===== src/rtl/uart_wb_bridge.sv =====
// UART-to-Wishbone bridge. A byte-stream command ('W'/'R', a 3-byte address and,
// for writes, DATA_BYTES data bytes, all MSB-first) becomes a single pipelined
// Wishbone cycle. The result is returned on the TX byte stream: 'K' for a
// completed write, the read data for a read, 'T' on ack timeout, '?' for an
// unknown opcode.
module uart_wb_bridge #(
  parameter int ADDR_BITS      = 24,
  parameter int DATA_BITS      = 128,
  parameter int TIMEOUT_CYCLES = 65535
) (
  input  logic                    i_clk,
  input  logic                    i_rst,
  // UART receive stream
  input  logic [7:0]              i_rx_tdata,
  input  logic                    i_rx_tvalid,
  output logic                    o_rx_tready,
  // UART transmit stream
  output logic [7:0]              o_tx_tdata,
  output logic                    o_tx_tvalid,
  input  logic                    i_tx_tready,
  // Wishbone master
  output logic                    o_wb_cyc,
  output logic                    o_wb_stb,
  output logic                    o_wb_we,
  output logic [ADDR_BITS-1:0]    o_wb_addr,
  output logic [DATA_BITS-1:0]    o_wb_data,
  output logic [DATA_BITS/8-1:0]  o_wb_sel,
  input  logic                    i_wb_stall,
  input  logic                    i_wb_ack,
  input  logic [DATA_BITS-1:0]    i_wb_data,
  // Status
  output logic                    o_busy
);

  localparam int DATA_BYTES = DATA_BITS / 8;
  localparam int CNT_W      = $clog2(DATA_BYTES + 1) + 1;

  // The ack wait counter is 16 bits wide; the limit is taken modulo that width.
  localparam logic [15:0] TIMEOUT_LIM = 16'(TIMEOUT_CYCLES);

  localparam logic [7:0] OP_WRITE  = 8'h57;  // 'W'
  localparam logic [7:0] OP_READ   = 8'h52;  // 'R'
  localparam logic [7:0] RSP_OK    = 8'h4B;  // 'K'
  localparam logic [7:0] RSP_TMO   = 8'h54;  // 'T'
  localparam logic [7:0] RSP_BADOP = 8'h3F;  // '?'

  typedef enum logic [2:0] {
    IDLE,
    ADDR,
    WDATA,
    REQ,
    WAIT_ACK,
    RESP
  } state_e;

  state_e                 state_q,    state_d;
  logic                   is_write_q, is_write_d;
  logic [23:0]            addr_q,     addr_d;
  logic [DATA_BITS-1:0]   wdata_q,    wdata_d;
  logic [DATA_BITS-1:0]   tx_sh_q,    tx_sh_d;
  logic [CNT_W-1:0]       cnt_q,      cnt_d;
  logic                   cyc_q,      cyc_d;
  logic                   stb_q,      stb_d;
  logic                   we_q,       we_d;
  logic [DATA_BYTES-1:0]  sel_q,      sel_d;
  logic                   tx_valid_q, tx_valid_d;
  logic [7:0]             tx_data_q,  tx_data_d;
  logic [15:0]            tmo_q,      tmo_d;
  logic                   rx_ready_q, rx_ready_d;

  logic                   rx_fire;
  logic                   tx_fire;
  logic [15:0]            tmo_inc;

  assign rx_fire = i_rx_tvalid & rx_ready_q;
  assign tx_fire = tx_valid_q & i_tx_tready;
  // Saturating increment: the wait counter never wraps back to zero.
  assign tmo_inc = (tmo_q == 16'hFFFF) ? tmo_q : tmo_q + 16'd1;

  // Next-state and datapath decode for the command/request/response sequence.
  always_comb begin
    // NOTE: every _d gets its hold value first so no path through the case leaves
    // a signal unassigned, which would infer a latch.
    state_d    = state_q;
    is_write_d = is_write_q;
    addr_d     = addr_q;
    wdata_d    = wdata_q;
    tx_sh_d    = tx_sh_q;
    cnt_d      = cnt_q;
    cyc_d      = cyc_q;
    stb_d      = stb_q;
    we_d       = we_q;
    sel_d      = sel_q;
    tx_valid_d = tx_valid_q;
    tx_data_d  = tx_data_q;
    tmo_d      = tmo_q;

    case (state_q)
      IDLE: begin
        if (rx_fire) begin
          if (i_rx_tdata == OP_WRITE || i_rx_tdata == OP_READ) begin
            is_write_d = (i_rx_tdata == OP_WRITE);
            addr_d     = '0;
            cnt_d      = '0;
            state_d    = ADDR;
          end else begin
            tx_data_d  = RSP_BADOP;
            tx_valid_d = 1'b1;
            cnt_d      = '0;
            state_d    = RESP;
          end
        end
      end

      ADDR: begin
        if (rx_fire) begin
          addr_d = {addr_q[15:0], i_rx_tdata};
          cnt_d  = cnt_q + CNT_W'(1);
          if (cnt_q == CNT_W'(2)) begin
            cnt_d = '0;
            if (is_write_q) begin
              state_d = WDATA;
            end else begin
              cyc_d   = 1'b1;
              stb_d   = 1'b1;
              we_d    = 1'b0;
              sel_d   = '1;
              state_d = REQ;
            end
          end
        end
      end

      WDATA: begin
        if (rx_fire) begin
          wdata_d = {wdata_q[DATA_BITS-9:0], i_rx_tdata};
          cnt_d   = cnt_q + CNT_W'(1);
          if (cnt_q == CNT_W'(DATA_BYTES - 1)) begin
            cnt_d   = '0;
            cyc_d   = 1'b1;
            stb_d   = 1'b1;
            we_d    = 1'b1;
            sel_d   = '1;
            state_d = REQ;
          end
        end
      end

      REQ: begin
        // Request fields stay frozen until the slave stops stalling.
        if (!i_wb_stall) begin
          stb_d   = 1'b0;
          tmo_d   = '0;
          state_d = WAIT_ACK;
        end
      end

      WAIT_ACK: begin
        tmo_d = tmo_inc;
        if (i_wb_ack) begin
          cyc_d      = 1'b0;
          we_d       = 1'b0;
          sel_d      = '0;
          tx_valid_d = 1'b1;
          state_d    = RESP;
          if (is_write_q) begin
            tx_data_d = RSP_OK;
            cnt_d     = '0;
          end else begin
            tx_data_d = i_wb_data[DATA_BITS-1 -: 8];
            tx_sh_d   = {i_wb_data[DATA_BITS-9:0], 8'h00};
            cnt_d     = CNT_W'(DATA_BYTES - 1);
          end
        end else if (tmo_inc >= TIMEOUT_LIM) begin
          cyc_d      = 1'b0;
          we_d       = 1'b0;
          sel_d      = '0;
          tx_data_d  = RSP_TMO;
          tx_valid_d = 1'b1;
          cnt_d      = '0;
          state_d    = RESP;
        end
      end

      RESP: begin
        // cnt_q holds the number of bytes still to send after the current one.
        if (tx_fire) begin
          if (cnt_q == '0) begin
            tx_valid_d = 1'b0;
            tx_data_d  = 8'h00;
            state_d    = IDLE;
          end else begin
            tx_data_d = tx_sh_q[DATA_BITS-1 -: 8];
            tx_sh_d   = {tx_sh_q[DATA_BITS-9:0], 8'h00};
            cnt_d     = cnt_q - CNT_W'(1);
          end
        end
      end

      default: state_d = IDLE;
    endcase
  end

  // RX ready is registered from the next state so it is low throughout reset
  // and rises on the first edge after release.
  always_comb begin
    rx_ready_d = (state_d == IDLE) || (state_d == ADDR) || (state_d == WDATA);
  end

  // State and datapath registers with asynchronous reset.
  always_ff @(posedge i_clk or posedge i_rst) begin
    // NOTE: the wide data registers are reset too, because every output they
    // drive must read zero while reset is held.
    if (i_rst) begin
      state_q    <= IDLE;
      is_write_q <= 1'b0;
      addr_q     <= '0;
      wdata_q    <= '0;
      tx_sh_q    <= '0;
      cnt_q      <= '0;
      cyc_q      <= 1'b0;
      stb_q      <= 1'b0;
      we_q       <= 1'b0;
      sel_q      <= '0;
      tx_valid_q <= 1'b0;
      tx_data_q  <= '0;
      tmo_q      <= '0;
      rx_ready_q <= 1'b0;
    end else begin
      // NOTE: non-blocking assignments so every register samples the pre-edge
      // values, independent of statement order.
      state_q    <= state_d;
      is_write_q <= is_write_d;
      addr_q     <= addr_d;
      wdata_q    <= wdata_d;
      tx_sh_q    <= tx_sh_d;
      cnt_q      <= cnt_d;
      cyc_q      <= cyc_d;
      stb_q      <= stb_d;
      we_q       <= we_d;
      sel_q      <= sel_d;
      tx_valid_q <= tx_valid_d;
      tx_data_q  <= tx_data_d;
      tmo_q      <= tmo_d;
      rx_ready_q <= rx_ready_d;
    end
  end

  assign o_rx_tready = rx_ready_q;
  assign o_tx_tdata  = tx_data_q;
  assign o_tx_tvalid = tx_valid_q;
  assign o_wb_cyc    = cyc_q;
  assign o_wb_stb    = stb_q;
  assign o_wb_we     = we_q;
  assign o_wb_addr   = ADDR_BITS'(addr_q);
  assign o_wb_data   = wdata_q;
  assign o_wb_sel    = sel_q;
  assign o_busy      = (state_q != IDLE);

endmodule


===== config.mk =====
export PLATFORM = sky130hd
export DESIGN_NAME = uart_wb_bridge
export DESIGN_NICKNAME = d
export VERILOG_FILES = /design/src/rtl/uart_wb_bridge.sv
export SDC_FILE = /design/constraint.sdc
export NUM_CORES = 1
export LEC_CHECK = 0
export ABC_AREA = 1
export CAP_MARGIN = 20
export CELL_PAD_IN_SITES_DETAIL_PLACEMENT = 0
export CELL_PAD_IN_SITES_GLOBAL_PLACEMENT = 1
export CORE_UTILIZATION = 35
export CTS_BUF_LIST = sky130_fd_sc_hd__clkbuf_8
export DETAILED_ROUTE_END_ITERATION = 8
export GPL_TIMING_DRIVEN = 1
export PLACE_DENSITY = 0.77
export SLEW_MARGIN = 20
export SYNTH_ARGS = -nofsm -noshare
export SYNTH_HDL_FRONTEND = slang
export SYNTH_SLANG_ARGS = --single-unit

===== constraint.sdc =====
create_clock -name i_clk -period 10.75 [get_ports i_clk]
set_input_delay 2.15 -clock i_clk [delete_from_list [all_inputs] [get_ports i_clk]]
set_output_delay 2.15 -clock i_clk [all_outputs]
set_load 0.1 [all_outputs]

* After elaboration in Yosys (flattened, before gate mapping)
Index checks and enable logic that the tools add are counted.
** Cells by class
- $add $sub $neg :: 3
- Order comparisons :: 1
- Equal/unequal tests :: 27
- Multiplexer cells :: 73
- Bitwise operators :: 2
- Reductions and logical operators :: 24
** Operators by type and width (count)
- $mux 128 :: 4
- $pmux 128 s2 :: 1
- $mux 16 :: 9
- $mux 24 :: 3
- $mux 8 :: 7
- $mux 6 :: 9
- $pmux 16 s3 :: 1
- $pmux 24 s2 :: 1
- $mux 3 :: 11
- $pmux 16 s2 :: 1
- $pmux 6 s5 :: 1
- $ne 2x2->1 const B :: 14
- $pmux 8 s3 :: 1
- $reduce_and 7->1 :: 3
- $mux 1 :: 18
- $pmux 3 s6 :: 1
- $add 16x1->16 const B :: 1
- $eq 16x16->1 const B :: 1
- $eq 8x7->1 const B :: 2
- $ge 16x16->1 const B :: 1
- $pmux 1 s3 :: 4
- $reduce_bool 3->1 :: 4
- $reduce_and 5->1 :: 2
- $eq 3x2->1 const B :: 3
- other kinds (18) :: 27
** Word-level totals
- Bits in registers :: 335
- Bits of input ports :: 142
- Output and inout port bits :: 182
- Word-level logic and storage cells :: 144

* Depth between registers and ports, before layout
Gate-level depths: netlist (run 1).
- Word-level depth :: 9
- Mapped depth :: 17
- Mapped depth without buffers :: 17

* Worst setup path after synthesis (run 1)
OpenSTA, ideal clock, no wires.
- Path type :: register to output
- From :: reg, netlist name o_wb_sel[14]
- To :: out o_wb_sel[0]
- Data arrival time :: 1589 ps
- Data required time :: 8600 ps
- Path slack :: 7011 ps
- Stages on the path, launching flop included :: 2
- Path through :: dfrtp_1 -> buf_4
** RTL lines
- end: declaration :: RTL line 27 : output logic [DATA_BITS/8-1:0] o_wb_sel,

* Worst setup path in the final report (run 1)
- From :: reg state_q[1]
- To :: out o_busy
** On the way
- Longest elaborated chain between the ends :: 1
** RTL lines
- start: declaration :: RTL line 56 : state_e state_q, state_d;
- start signal: assignment :: RTL line 232 : state_q <= state_d;
- $reduce_bool 3->1 :: RTL line 258 : assign o_busy = (state_q != IDLE);
- end: declaration :: RTL line 32 : output logic o_busy
Every way passes these cells.

==> metrics.md, run 1 <==
| Metric | Value |
|---|---|
| Final Slew Violations | 0 |
| Area delta synth->final | 33.0% |
| Clk slew on worst S/H paths | 0.06 ns |
| Post-Syn Area | 14000 um^2 |
| VDD IR max | 0.000273 V |
| Fmax achieved | 207 MHz |
| Endpoint class of the critical path | primary output |
| Routed Antenna Nets | 0 |
| Starting Density | 0.359 |
| Hpwl dp | 27.8 mm |
| CTS Sinks | 311 |
| Num CTS Buffers | 56 |
| Min-delay worst type | reg2reg |
| DRC violations left | 0 |
| Gr usage total | 0.198 |
| Number of max-cap violations | 0 |
| H-tree levels | 2 |
| Clk_lat worst skew | 0.66 ns |
| Yosys warning count | 0 |
| Cells after Synth | 1656 |
| Pwr/cell area | 277 nW/um^2 |
| Hold WS | 0.484 ns |
| # rows | 72 |
| Slew headroom | 0.234 |
| Largest net degree at the start of global routing | 233 |
| Drt total wl | 40.2 mm |
| Initial antenna violation count | 5 |
| Setup TNS | 0 ns |
| Synth cell types | 40 |
| Via count | 12100 |
| Routability congestion estimate | 0.873 |
| Pin slew with the least headroom to its limit | 1.15 ns |
| Final Hold Viols | 0 |
| Worst Skew | 0.0458 ns |
| Post-CTS Resized | 0 |
| Final net count | 2087 |
| Seq/Total Area, Yosys | 0.555 |
| DIE HEIGHT | 202 um |
| DR WL/cell | 16.1 um |
| Commonest non-fill, non-tap cell in the layout | nand2_1 |
| Number of global-route vias before repair | 11800 |
| CTS tree | yes |
| Root Buffer | clkbuf_8 |
| RSZ-0062 raised after global routing | false |
| Deepest clock path buffer count | 3 |
| Filler instances | 3885 |
| GRT Residual Overflow | 0 |
| Die area | 40900 um^2 |
| Top-level I/O count | 324 |
| Worst EP required | 8.60 ns |
| Outcome | finished clean |
| CP peak stage delay | 1.02 ns |
| Setup Crit Path Kind | reg2out |
| Synth Register Bits | 311 |
| Setup Fix Bufs, Post-CTS | 0 |
| Chip Width | 202 um |
| P_leak | 8.90 nW |
| Commonest non-fill, non-tap cells in the layout | nand2_1 (542), clkdlybuf4s50_1 (323), dfrtp_1 (311) |
| Syn avg cell area | 8.46 um^2 |
| Post-synth net total | 1802 |
| Fin crit share | 0.450 |
| Core area | 39100 um^2 |
| Setup violations, final | 0 |
| Vias per inst | 4.85 |
| Port bufs | 323 |
| Critical Path Source Type | register |
| Worst path slowest cell | clkdlybuf4s50_1 |
| Router iterations before antenna repair | 5 |
| Worst R2R Setup Slack | 7.47 ns |
| Register area | 7780 um^2 |
| Worst path arrival time | 2.68 ns |
| Minimum clock period | 4.83 ns |
| Layout cell share with drive strength beyond 1 | 0.0605 |
| Max Fanout on Critical Path | 4 |
| Cells along the critical path | nor2_1 > inv_1 > nor2_1 > inv_1 > clkdlybuf4s50_1 |
| Quantity of hold-fixing buffers added after cts | 0 |
| DR iter-0 viols | 616 |
| First-pass GRT wire length | 64.4 mm |
| Multi-input logic area | 4950 um^2 |
layer usage:
layer,share of wire,up-vias,track usage
met5,0.0016,-,0
li1,-,5908,-
met3,0.078,82,0.0655
met1,0.45,5772,0.269
met4,0.023,10,0.0548
met2,0.45,348,0.300
logic make-up (layout without fill, tap and decap cells):
kind of cell    Yosys count  count (layout)  share of synthesized area
compound gates          374             374                      0.161
xor+xnor                 11              11                    0.00687
fa+ha+maj                 4               4                    0.00357
buf+inv                 311             637                     0.0921
flops                   311             311                      0.555
other cells               0               1                          0
simple gates            645             645                      0.182
layout make-up:
cell class / instances / area share
multi-input combinational: 1034 / 0.266
tap: 518 / 0.0348
antenna: 1 / 0.000134
clock buffer: 70 / 0.0517
sequential: 311 / 0.417
timing repair buffer: 332 / 0.179
inverter: 206 / 0.0417
clock inverter: 29 / 0.0100
per-stage QoR:
stage / power, mW / std cells / instance area, um^2 / util / setup WS [ns]
2_1_floorplan: 3.56 / 1656 / 14000 / - / 4.46
3_3_place_gp: 4.03 / 2401 / 17500 / 0.447 / 6.07
3_5_place_dp: 4.06 / 2401 / 17500 / 0.447 / 6.05
4_1_cts: 5.24 / 2500 / 18600 / 0.477 / 5.87
5_1_grt: 5.54 / 2500 / 18600 / 0.477 / 5.82
6_report: 5.17 / 2501 / 18600 / 0.477 / 5.92
power breakdown:
group	switching (mW)	internal [mW]
registers	0.148	1.51
logic	1.72	0.656
clock network	0.511	0.633
total	2.38	2.79
state kept, by name, indices dropped and copies added (netlist names):
register	cells
o_wb_data	128
tx_sh_q	120
o_wb_addr	24
tmo_q	16
o_tx_tdata	8
cnt_q	6
state_q	3
is_write_q	1
o_rx_tready	1
o_tx_tvalid	1
o_wb_sel	1
o_wb_stb	1
o_wb_we	1
path summary, 6_finish.rpt:
kind,start,end,depth (start not counted)
max in group asynchronous,i_rst,tx_sh_q[91],4
min in group asynchronous,i_rst,o_wb_addr[18],3
min,o_wb_data[121],o_wb_data[121],2
max,state_q[1],o_busy,5
max reg2reg,state_q[0],tx_sh_q[114],10
min reg2reg,o_wb_data[121],o_wb_data[121],2
critical path, delay by kind of cell, from the launching register on:
kind | cells | cell delay (ns)
simple gates | 2 | 0.36
buf+inv | 3 | 1.22
flops | 1 | 0.44
Yosys cell counts (all sizes together):
library cell	number	area [um^2]
nor3	6	41.3
nor2	45	186
xnor2	1	8.76
or2	1	6.26
nand2	548	2070
nand4	8	50.1
o21a	4	30.0
a31oi	2	12.5
ha	4	50.1
a21oi	18	93.8
dfrtp	311	7780
xor2	10	87.6
a2111oi	2	36.3
a221oi	1	8.76
and2	1	6.26
nand3	35	175
a22oi	1	7.51
o22ai	18	113
inv	205	769
clkbuf	56	210
a22o	2	17.5
o211ai	109	818
nand3b	1	7.51
o21ai	215	1100
o2111ai	1	8.76
clkinv	1	3.75
o21bai	1	7.51
buf	49	308
No activity file was read; power rests on OpenSTA's default activity.
==> inputs of run 2 (changes only) <==
clock period = 4.16 ns   (was 10.75 ns; I/O delays follow)
==> run 2 against run 1 <==
  * Worst hold slack lost 0.0064 ns
  * Combinational power rose to 2.6 times the previous value
  * Routed wire length is 0.29% lower
==> metrics.md, run 2 (synthesized netlist as in run 1, its figures left out) <==
| Metric | Value |
|---|---|
| Worst path arrival time | 2.68 ns (about the same) |
| Cells along the critical path | nor2_1 > inv_1 > nor2_1 > inv_1 > clkdlybuf4s50_1 |
| Max Fanout on Critical Path | 4 (unchanged) |
| DIE HEIGHT | 202 um (unchanged) |
| Setup TNS | 0 ns (unchanged) |
| Commonest non-fill, non-tap cell in the layout | nand2_1 |
| Clk_lat worst skew | 0.64 ns (-0.02 ns) |
| RSZ-0062 raised after global routing | false |
| Commonest non-fill, non-tap cells in the layout | nand2_1 (542), clkdlybuf4s50_1 (322), dfrtp_1 (311) |
| Area delta synth->final | 34.0% |
| Die area | 40900 um^2 (unchanged) |
| Worst EP required | 3.33 ns (-5.27 ns) |
| GRT Residual Overflow | 0 (unchanged) |
| Core area | 39100 um^2 (unchanged) |
| Pwr/cell area | 718 nW/um^2 (+160%) |
| Register area | 7780 um^2 (unchanged) |
| DRC violations left | 0 (unchanged) |
| Multi-input logic area | 4950 um^2 (about the same) |
| # rows | 72 (unchanged) |
| Final Hold Viols | 0 (unchanged) |
| Fmax achieved | 285 MHz |
| H-tree levels | 2 (unchanged) |
| Setup ws final | 0.651 ns (-5.26 ns) |
| CTS tree | yes |
| Routability congestion estimate | 0.888 (+1.7%) |
| Gr usage total | 0.198 (about the same) |
| Setup Crit Path Kind | reg2out |
| Setup violations, final | 0 (unchanged) |
| Starting Density | 0.359 (unchanged) |
| Dpl cells | 2406 (+0.21%) |
| Minimum clock period | 3.51 ns |
| DR WL/cell | 16.0 um (-0.45%) |
| Pin slew with the least headroom to its limit | 1.15 ns (+0.00158 ns) |
| Post-CTS Resized | 0 (unchanged) |
| Router iterations before antenna repair | 5 (unchanged) |
| Worst Skew | 0.0308 ns (-0.0150 ns) |
| DR iter-0 viols | 754 (+22%) |
| Largest net degree at the start of global routing | 229 (-1.7%) |
| CTS Sinks | 311 (unchanged) |
| Port bufs | 323 (unchanged) |
| Drt total wl | 40.1 mm (-0.29%) |
| Vias per inst | 4.81 (-0.75%) |
| CP peak stage delay | 1.03 ns (about the same) |
| Setup Fix Bufs, Post-CTS | 0 (unchanged) |
| Critical Path Source Type | register |
| Post-route insts no fill | 2505 (+0.16%) |
| Clk slew on worst S/H paths | 0.06 ns (about the same) |
| Outcome | finished clean |
| Initial antenna violation count | 4 (-1) |
| Filler instances | 3847 (-0.98%) |
| VDD IR max | 0.000522 V (+91%) |
| Number of max-cap violations | 0 (unchanged) |
| Number of global-route vias before repair | 11700 (-1.0%) |
| Chip Width | 202 um (unchanged) |
| Slew headroom | 0.233 (-0.00106) |
| Endpoint class of the critical path | primary output |
| Min-delay worst type | reg2reg |
| Root Buffer | clkbuf_8 |
| Num CTS Buffers | 56 (unchanged) |
| Routed Antenna Nets | 0 (unchanged) |
| Hold WS | 0.477 ns (-0.00644 ns) |
| Via count | 12000 (-0.59%) |
| Fin crit share | 0.843 |
| Quantity of hold-fixing buffers added after cts | 0 (unchanged) |
| P_leak | 8.95 nW (+0.55%) |
| Top-level I/O count | 324 (unchanged) |
| Layout cell share with drive strength beyond 1 | 0.0639 (+0.00340) |
| First-pass GRT wire length | 64.4 mm (about the same) |
| Worst path slowest cell | clkdlybuf4s50_1 |
| Hpwl dp | 28.2 mm (+1.5%) |
| Final Slew Violations | 0 (unchanged) |
| Pre-CTS setup slack | 0.981 ns (-5.06 ns) |
| Deepest clock path buffer count | 3 (unchanged) |
| Max FFs per register | 128 (unchanged) |
| Final net count | 2092 (+0.24%) |
[run 2: metal layers]
layer	global-route usage	routed length (um)	vias to the layer above
li1	-	-	5919
met4	0.0526	651	8
met2	0.305	18100	340
met5	0	56	-
met3	0.0634	3300	63
met1	0.268	17900	5718
[run 2: worst paths after layout]
path,start,end,slack [ns],cells after the start
max in group asynchronous,i_rst,tx_sh_q[95],2.61,3
hold reg to reg,o_tx_tdata[0],o_tx_tdata[0],0.48,2
min in group asynchronous,i_rst,o_wb_addr[6],0.64,2
setup / recovery,state_q[1],o_busy,0.65,5
setup reg to reg,state_q[1],tx_sh_q[114],1.28,10
hold / removal,o_tx_tdata[0],o_tx_tdata[0],0.48,2
[run 2: where the power goes]
group	internal, mW	switching, mW	leakage (nW)	total (mW)
clock	1.73	1.31	0.665	3.03
sequential	3.89	0.385	3.98	4.27
combinational	1.71	4.45	4.30	6.17
[run 2: critical path: cells and delay by family, from the launching register on]
| family | cells | cell delay, ns |
|---|---|---|
| flops | 1 | 0.43 |
| buf+inv | 3 | 1.23 |
| simple gates | 2 | 0.38 |
[run 2: stage by stage]
stage                     utilization  power, mW  instance area [um^2]
after CTS                       0.480       13.7                 18800
after floorplan                     -       9.19                 14000
after detailed placement        0.450       10.5                 17600
after global routing            0.480       14.4                 18800
after global placement          0.450       10.4                 17600
final                           0.480       13.5                 18800
[run 2: cell type report]
cell class	count	area share
clock inverters	23	0.00866
diodes	1	0.000133
well taps	518	0.0345
flip-flops and latches	311	0.414
clock buffers	75	0.0550
multi-input cells	1034	0.264
inverters	206	0.0414
repair buffers	337	0.182
